[src/rtl/sd_dat_transmitter.sv]
// SD DAT0 block transmitter: start bit, FIFO words MSB-first, optional CRC16, end bit.
// Latency: START 3 cycles after Start_in; Done_out 1+DATA_WIDTH*BLOCK_WORDS(+16)+1 cycles later.
// Backpressure: waits in WAIT for a non-empty FIFO; an empty FIFO at prefetch aborts the block (Underrun_out).
// Optional CRC16 stage enabled by defining SD_DAT_CRC16_EN.
module sd_dat_transmitter #(
  parameter int DATA_WIDTH  = 32,
  parameter int BLOCK_WORDS = 128
) (
  input  logic                  RClk,
  input  logic                  Reset_n,
  input  logic                  Start_in,
  input  logic [DATA_WIDTH-1:0] Fifo_data_in,
  input  logic                  Fifo_empty_in,
  output logic                  Fifo_read_out,
  output logic                  Dat_out,
  output logic                  Dat_oe_out,
  output logic                  Busy_out,
  output logic                  Done_out,
  output logic                  Underrun_out
);

  localparam int BCW = (DATA_WIDTH > 1) ? $clog2(DATA_WIDTH) : 1;
  localparam int WCW = $clog2(BLOCK_WORDS + 1);

  localparam logic [BCW-1:0] BIT_LAST  = BCW'(DATA_WIDTH - 1);
  localparam logic [BCW-1:0] BIT_PRE   = BCW'(DATA_WIDTH - 2);
  localparam logic [WCW-1:0] WORD_LAST = WCW'(BLOCK_WORDS - 1);

  typedef enum logic [3:0] {
    IDLE, WAIT, FETCH, LOAD, START, DATA, CRC, STOP, END
  } state_t;

  state_t                state_q, state_d;
  logic [DATA_WIDTH-1:0] shift_q, shift_d;
  logic [WCW-1:0]        word_cnt_q, word_cnt_d;
  logic [BCW-1:0]        bit_cnt_q, bit_cnt_d;
  logic                  miss_q, miss_d;
  logic                  underrun_q, underrun_d;

  logic last_word;
  logic bit_pre;
  logic bit_last;

  assign last_word = (word_cnt_q == WORD_LAST);
  assign bit_pre   = (bit_cnt_q == BIT_PRE);
  assign bit_last  = (bit_cnt_q == BIT_LAST);

`ifdef SD_DAT_CRC16_EN
  logic [15:0] crc_q, crc_d;
  logic [3:0]  crc_cnt_q, crc_cnt_d;
  logic        crc_fb;

  // Serial CRC16-CCITT feedback from the bit currently on the line.
  assign crc_fb = shift_q[DATA_WIDTH-1] ^ crc_q[15];

  // CRC accumulator and CRC bit counter.
  always_ff @(posedge RClk or negedge Reset_n) begin
    if (!Reset_n) begin
      crc_q     <= '0;
      crc_cnt_q <= '0;
    end else begin
      crc_q     <= crc_d;
      crc_cnt_q <= crc_cnt_d;
    end
  end
`endif

  // State register and datapath registers.
  always_ff @(posedge RClk or negedge Reset_n) begin
    if (!Reset_n) begin
      state_q    <= IDLE;
      shift_q    <= '0;
      word_cnt_q <= '0;
      bit_cnt_q  <= '0;
      miss_q     <= 1'b0;
      underrun_q <= 1'b0;
    end else begin
      state_q    <= state_d;
      shift_q    <= shift_d;
      word_cnt_q <= word_cnt_d;
      bit_cnt_q  <= bit_cnt_d;
      miss_q     <= miss_d;
      underrun_q <= underrun_d;
    end
  end

  // Next-state, datapath updates and line outputs decoded from the current state.
  always_comb begin
    state_d       = state_q;
    shift_d       = shift_q;
    word_cnt_d    = word_cnt_q;
    bit_cnt_d     = bit_cnt_q;
    miss_d        = miss_q;
    underrun_d    = 1'b0;
`ifdef SD_DAT_CRC16_EN
    crc_d         = crc_q;
    crc_cnt_d     = crc_cnt_q;
`endif
    Fifo_read_out = 1'b0;
    Dat_out       = 1'b1;
    Dat_oe_out    = 1'b0;
    Busy_out      = (state_q != IDLE);
    Done_out      = 1'b0;
    Underrun_out  = underrun_q;

    case (state_q)
      IDLE: begin
        if (Start_in) begin
          state_d    = Fifo_empty_in ? WAIT : FETCH;
          word_cnt_d = '0;
          bit_cnt_d  = '0;
          miss_d     = 1'b0;
`ifdef SD_DAT_CRC16_EN
          crc_d      = '0;
          crc_cnt_d  = '0;
`endif
        end
      end

      WAIT: begin
        if (!Fifo_empty_in) state_d = FETCH;
      end

      FETCH: begin
        Fifo_read_out = 1'b1;
        state_d       = LOAD;
      end

      LOAD: begin
        shift_d = Fifo_data_in;
        state_d = START;
      end

      START: begin
        Dat_oe_out = 1'b1;
        Dat_out    = 1'b0;
        state_d    = DATA;
      end

      DATA: begin
        Dat_oe_out = 1'b1;
        Dat_out    = shift_q[DATA_WIDTH-1];
        shift_d    = shift_q << 1;
        bit_cnt_d  = bit_cnt_q + BCW'(1);
`ifdef SD_DAT_CRC16_EN
        crc_d      = {crc_q[14:0], 1'b0} ^ (crc_fb ? 16'h1021 : 16'h0000);
`endif
        // Prefetch next word one bit early so it is ready right after bit 0.
        if (bit_pre && !last_word) begin
          if (!Fifo_empty_in) Fifo_read_out = 1'b1;
          else                miss_d        = 1'b1;
        end
        if (bit_last) begin
          bit_cnt_d = '0;
          if (last_word) begin
`ifdef SD_DAT_CRC16_EN
            state_d = CRC;
`else
            state_d = STOP;
`endif
          end else if (miss_q) begin
            state_d    = IDLE;
            underrun_d = 1'b1;
          end else begin
            shift_d    = Fifo_data_in;
            word_cnt_d = word_cnt_q + WCW'(1);
          end
        end
      end

`ifdef SD_DAT_CRC16_EN
      CRC: begin
        Dat_oe_out = 1'b1;
        Dat_out    = crc_q[15];
        crc_d      = {crc_q[14:0], 1'b0};
        crc_cnt_d  = crc_cnt_q + 4'd1;
        if (crc_cnt_q == 4'd15) state_d = STOP;
      end
`endif

      STOP: begin
        Dat_oe_out = 1'b1;
        Dat_out    = 1'b1;
        state_d    = END;
      end

      END: begin
        Done_out = 1'b1;
        state_d  = IDLE;
      end

      default: state_d = IDLE;
    endcase
  end

endmodule

[config.mk]
export PLATFORM = sky130hd
export DESIGN_NAME = sd_dat_transmitter
export DESIGN_NICKNAME = d
export VERILOG_FILES = /design/src/rtl/sd_dat_transmitter.sv
export SDC_FILE = /design/constraint.sdc
export NUM_CORES = 1
export LEC_CHECK = 0
export CORE_MARGIN = 3
export CORE_UTILIZATION = 45
export DETAILED_ROUTE_END_ITERATION = 7
export PLACE_DENSITY = 0.68
export SYNTH_ARGS = -nofsm -noshare
export SYNTH_HDL_FRONTEND = slang
export SYNTH_SLANG_ARGS = --single-unit
[constraint.sdc]
create_clock -name RClk -period 4.1 [get_ports RClk]
set_clock_uncertainty 0.15 [all_clocks]
set_input_delay 0.41 -clock RClk [delete_from_list [all_inputs] [get_ports RClk]]
set_output_delay 0.41 -clock RClk [all_outputs]
set_load 0.02 [all_outputs]
==> impl_metrics.xml <==
<?xml version="1.0" encoding="UTF-8"?>
<metrics>
  <group name="status">
    <metric name="run_status" unit="">finished clean</metric>
  </group>
  <group name="setup_path">
    <metric name="cp.required" unit="ns">3.54</metric>
    <metric name="worst_r2r_endpoint" unit="">shift_q[3]</metric>
    <metric name="worst_endpoint_data_arrival_time" unit="ns">2.50</metric>
    <metric name="timing.reg2reg.worst_path_depth" unit="">7</metric>
    <metric name="launch_point_of_the_worst_reg_to_reg_path" unit="">bit_cnt_q[0]</metric>
    <metric name="critPathMaxFanout" unit="">13</metric>
    <metric name="critPathLaunch" unit="">state_q[2]</metric>
    <metric name="timing.reg2reg.setup_slack" unit="ns">1.46</metric>
    <metric name="timing_worst_setup_path_type" unit="">register to primary output</metric>
    <metric name="critPathCaptureType" unit="">primary output</metric>
    <metric name="worst_setup_path_start_kind" unit="">register</metric>
  </group>
  <group name="global_routing">
    <metric name="first_pass_grt_wire_length" unit="um">9050</metric>
    <metric name="grt_max_degree" unit="">65</metric>
    <metric name="vias_in_the_first_global_route" unit="">2003</metric>
    <metric name="grt_antenna_before_repair" unit="">0</metric>
    <metric name="global_route.overflow_total" unit="">0</metric>
    <metric name="grt_use_total" unit="">0.173</metric>
  </group>
  <group name="sta">
    <metric name="slew_headroom" unit="">0.335</metric>
    <metric name="setup_tns" unit="ns">0</metric>
    <metric name="hold_viol_final" unit="">0</metric>
    <metric name="finalSetupViolCount" unit="">0</metric>
    <metric name="min_period_over_period" unit="">0.746</metric>
    <metric name="grt_setup_unrepaired" unit="">false</metric>
    <metric name="fin_crit" unit="ns">3.06</metric>
    <metric name="max_slew.worst_pin.slew" unit="ns">0.997</metric>
    <metric name="max_clock_freq" unit="MHz">327</metric>
    <metric name="slew_violations" unit="">0</metric>
  </group>
  <group name="job">
    <metric name="timing.max_cap.violations" unit="">0</metric>
  </group>
  <group name="synth">
    <metric name="syn-cell-area" unit="sq um">2620</metric>
    <metric name="post-synth-top-area-cell" unit="">sky130_fd_sc_hd__dfrtp_1</metric>
    <metric name="yosys.cell_types.count" unit="">40</metric>
    <metric name="synth_seq_area_share" unit="">0.487</metric>
    <metric name="synth.net_count" unit="">340</metric>
    <metric name="netlist.area_leader.share" unit="">0.487</metric>
    <metric name="synth.ff_latch_count" unit="">51</metric>
    <metric name="syn-mean-instance-area" unit="sq um">8.74</metric>
    <metric name="synth_cells" unit="">300</metric>
    <metric name="synth.top_cells.by_area" unit="">sky130_fd_sc_hd__dfrtp_1 49%, sky130_fd_sc_hd__nand2_1 11%, sky130_fd_sc_hd__a31oi_1 7.6%</metric>
    <metric name="synthesis.yosys.warnings" unit="">0</metric>
  </group>
  <group name="floorplanning">
    <metric name="core_area" unit="sq um">5570</metric>
    <metric name="die_area" unit="sq um">6780</metric>
    <metric name="placement_rows" unit="">27</metric>
    <metric name="start_util" unit="">0.470</metric>
    <metric name="die_height" unit="um">82.3</metric>
    <metric name="num_io_pins" unit="">42</metric>
    <metric name="die_width" unit="um">82.3</metric>
  </group>
  <group name="layout">
    <metric name="layout.core_utilization" unit="">0.561</metric>
    <metric name="area.sequential" unit="sq um">1280</metric>
    <metric name="nets" unit="">371</metric>
    <metric name="layout.cell_area.non_filler" unit="sq um">3130</metric>
    <metric name="post_layout_nonfiller_instances" unit="">404</metric>
    <metric name="antennaDiodeCount" unit="">0</metric>
    <metric name="drive_above_1_share" unit="">0.0572</metric>
    <metric name="multi_input_area" unit="sq um">1210</metric>
    <metric name="fillerInstances" unit="">523</metric>
    <metric name="flow.area_growth_from_synthesis" unit="%">19.3</metric>
  </group>
  <group name="cts">
    <metric name="clock_sink_count" unit="">51</metric>
    <metric name="ctsHtreeMaxLevel" unit="">2</metric>
    <metric name="postCtsHoldBufs" unit="">0</metric>
    <metric name="cts.repair_timing.setup_buffer_count" unit="">0</metric>
    <metric name="numCtsBuffers" unit="">5</metric>
    <metric name="clock_latency" unit="ns">0.30</metric>
    <metric name="clock_tree_from_tritoncts" unit="">built</metric>
    <metric name="number_of_buffers_between_clock_root_and_the_deepest_sink" unit="">2</metric>
    <metric name="cts.reportedPaths.clkPinSlew" unit="ns">0.09</metric>
    <metric name="clock-root-buffer" unit="">sky130_fd_sc_hd__clkbuf_8</metric>
    <metric name="cts_repair_resize_count" unit="">0</metric>
  </group>
  <group name="power">
    <metric name="total_leakage_power" unit="nW">1.32</metric>
    <metric name="peakVddDrop" unit="V">0.000370</metric>
    <metric name="power_per_cell_area" unit="nW/um^2">600</metric>
    <metric name="post-layout-total-power" unit="mW">1.88</metric>
  </group>
  <group name="place">
    <metric name="numPlacedInstances" unit="">396</metric>
    <metric name="numPortBuffers" unit="">41</metric>
    <metric name="hpwl" unit="um">3560</metric>
    <metric name="globalplace.congestion" unit="">0.876</metric>
    <metric name="placedInstanceArea" unit="sq um">3010</metric>
  </group>
  <group name="routing">
    <metric name="detail-route-antenna-nets" unit="">0</metric>
    <metric name="totalWireLength" unit="um">5290</metric>
    <metric name="vias_per_cell" unit="">5.31</metric>
    <metric name="dr.pass1.iters" unit="">4</metric>
    <metric name="num_vias" unit="">2144</metric>
    <metric name="first_iter_violations" unit="">138</metric>
    <metric name="wl_per_cell" unit="um">13.1</metric>
    <metric name="post-route-drc-count" unit="">0</metric>
  </group>
  <group name="worst_hold_path">
    <metric name="min-delay-path-class" unit="">input pin to asynchronous set/reset pin</metric>
  </group>
</metrics>
[flip-flops by register name (all words and copies together), names as in the netlist]
| register | count |
|---|---|
| shift_q | 32 |
| word_cnt_q | 8 |
| bit_cnt_q | 5 |
| state_q | 4 |
| Underrun_out | 1 |
| miss_q | 1 |
[layout by cell type (no fill, tap or decap), types with 2 or more instances in the layout]
| cell | count |
|---|---|
| sky130_fd_sc_hd__nor3_1 | 7 |
| sky130_fd_sc_hd__o32ai_1 | 2 |
| sky130_fd_sc_hd__buf_4 | 2 |
| sky130_fd_sc_hd__a31oi_1 | 32 |
| sky130_fd_sc_hd__xnor2_1 | 7 |
| sky130_fd_sc_hd__nand3_1 | 5 |
| sky130_fd_sc_hd__clkdlybuf4s50_1 | 40 |
| sky130_fd_sc_hd__a211o_1 | 2 |
| sky130_fd_sc_hd__nor4_1 | 3 |
| sky130_fd_sc_hd__a21o_1 | 2 |
| sky130_fd_sc_hd__ha_1 | 4 |
| sky130_fd_sc_hd__a21oi_1 | 4 |
| sky130_fd_sc_hd__nand2b_1 | 4 |
| sky130_fd_sc_hd__nor2b_1 | 2 |
| sky130_fd_sc_hd__dfrtp_1 | 51 |
| sky130_fd_sc_hd__inv_1 | 3 |
| sky130_fd_sc_hd__nand2_1 | 77 |
| sky130_fd_sc_hd__nor2_1 | 47 |
| sky130_fd_sc_hd__clkbuf_8 | 6 |
| sky130_fd_sc_hd__o21ai_0 | 8 |
| sky130_fd_sc_hd__and3_1 | 2 |
[how the worst max path moves through the flow]
stage	slack, ns	endpoint	cells after the start
after global routing	0.85	Fifo_read_out	4
after detailed placement	1.38	Fifo_read_out	4
after global placement	1.45	Fifo_read_out	4
final	1.04	Fifo_read_out	4
after CTS	1.03	Fifo_read_out	4
after floorplan	1.88	word_cnt_q[0]	8
[area by class of cell]
cell class / instances / area share
Clock buffer: 6 / 0.0264
Clock inverter: 2 / 0.0112
Inverter: 3 / 0.00360
Multi-Input combinational cell: 227 / 0.387
Sequential cell: 51 / 0.408
Tap cell: 72 / 0.0288
Timing Repair Buffer: 43 / 0.134
[kinds of logic (layout without fill, tap and decap cells)]
family,after synthesis,in the layout,share of synthesized area
XOR/XNOR,7,7,0.0234
flip-flops,51,51,0.487
multiplexers,2,2,0.00811
AND/OR/NAND/NOR,158,158,0.270
buffers and inverters,22,54,0.0530
AO/OA/AOI/OAI,56,56,0.140
adder cells (fa/ha/maj),4,4,0.0191
[synth_stat cells]
master	n
sky130_fd_sc_hd__nor2_1	47
sky130_fd_sc_hd__nand4_1	1
sky130_fd_sc_hd__mux2_2	1
sky130_fd_sc_hd__and2b_1	1
sky130_fd_sc_hd__nor3b_1	2
sky130_fd_sc_hd__or2_2	1
sky130_fd_sc_hd__buf_6	6
sky130_fd_sc_hd__buf_4	1
sky130_fd_sc_hd__buf_2	6
sky130_fd_sc_hd__nand2b_1	4
sky130_fd_sc_hd__o32ai_1	2
sky130_fd_sc_hd__and4bb_2	1
sky130_fd_sc_hd__nand4_4	1
sky130_fd_sc_hd__o22ai_1	1
sky130_fd_sc_hd__o31ai_1	1
sky130_fd_sc_hd__nor4b_1	1
sky130_fd_sc_hd__nand3_1	5
sky130_fd_sc_hd__a211o_1	2
sky130_fd_sc_hd__o221ai_1	1
sky130_fd_sc_hd__a32oi_1	1
sky130_fd_sc_hd__mux2i_1	1
sky130_fd_sc_hd__nor4_1	3
sky130_fd_sc_hd__nor2b_1	2
sky130_fd_sc_hd__clkbuf_1	6
sky130_fd_sc_hd__or3_4	1
sky130_fd_sc_hd__a21oi_4	1
sky130_fd_sc_hd__inv_1	3
sky130_fd_sc_hd__a31oi_1	32
sky130_fd_sc_hd__nand2_1	77
sky130_fd_sc_hd__a21oi_1	4
sky130_fd_sc_hd__a22o_1	1
sky130_fd_sc_hd__o21ai_0	8
sky130_fd_sc_hd__ha_1	4
sky130_fd_sc_hd__nor4_2	1
sky130_fd_sc_hd__a21o_1	2
sky130_fd_sc_hd__nand4bb_1	1
sky130_fd_sc_hd__dfrtp_1	51
sky130_fd_sc_hd__nor3_1	7
sky130_fd_sc_hd__xnor2_1	7
sky130_fd_sc_hd__and3_1	2
[critical path, cell delays in order, from the launching register on]
cell                              delay [ns]
sky130_fd_sc_hd__dfrtp_1                0.60
sky130_fd_sc_hd__nand4bb_1              0.43
sky130_fd_sc_hd__nor3_1                 0.39
sky130_fd_sc_hd__a22o_1                 0.19
sky130_fd_sc_hd__clkdlybuf4s50_1        0.59
[where the power goes]
part           switching [mW]  internal, mW
combinational           0.377         0.292
clock                   0.163         0.198
sequential              0.148         0.699
[metal layers]
metal / up-vias / track usage / share of wire
met5: - / 0 / 0
met4: 0 / 0.0698 / 0.014
met3: 7 / 0.0347 / 0.040
met2: 45 / 0.262 / 0.46
met1: 1002 / 0.243 / 0.49
li1: 1090 / - / -
[per-stage QoR]
step | hold WS [ns] | setup WS (ns)
floorplan | -0.0356 | 1.88
global placement | 0.351 | 1.45
detailed placement | 0.354 | 1.38
CTS | 0.0755 | 1.03
global route | 0.0863 | 0.845
finish | 0.0442 | 1.04
No activity file was read; power rests on OpenSTA's default activity.
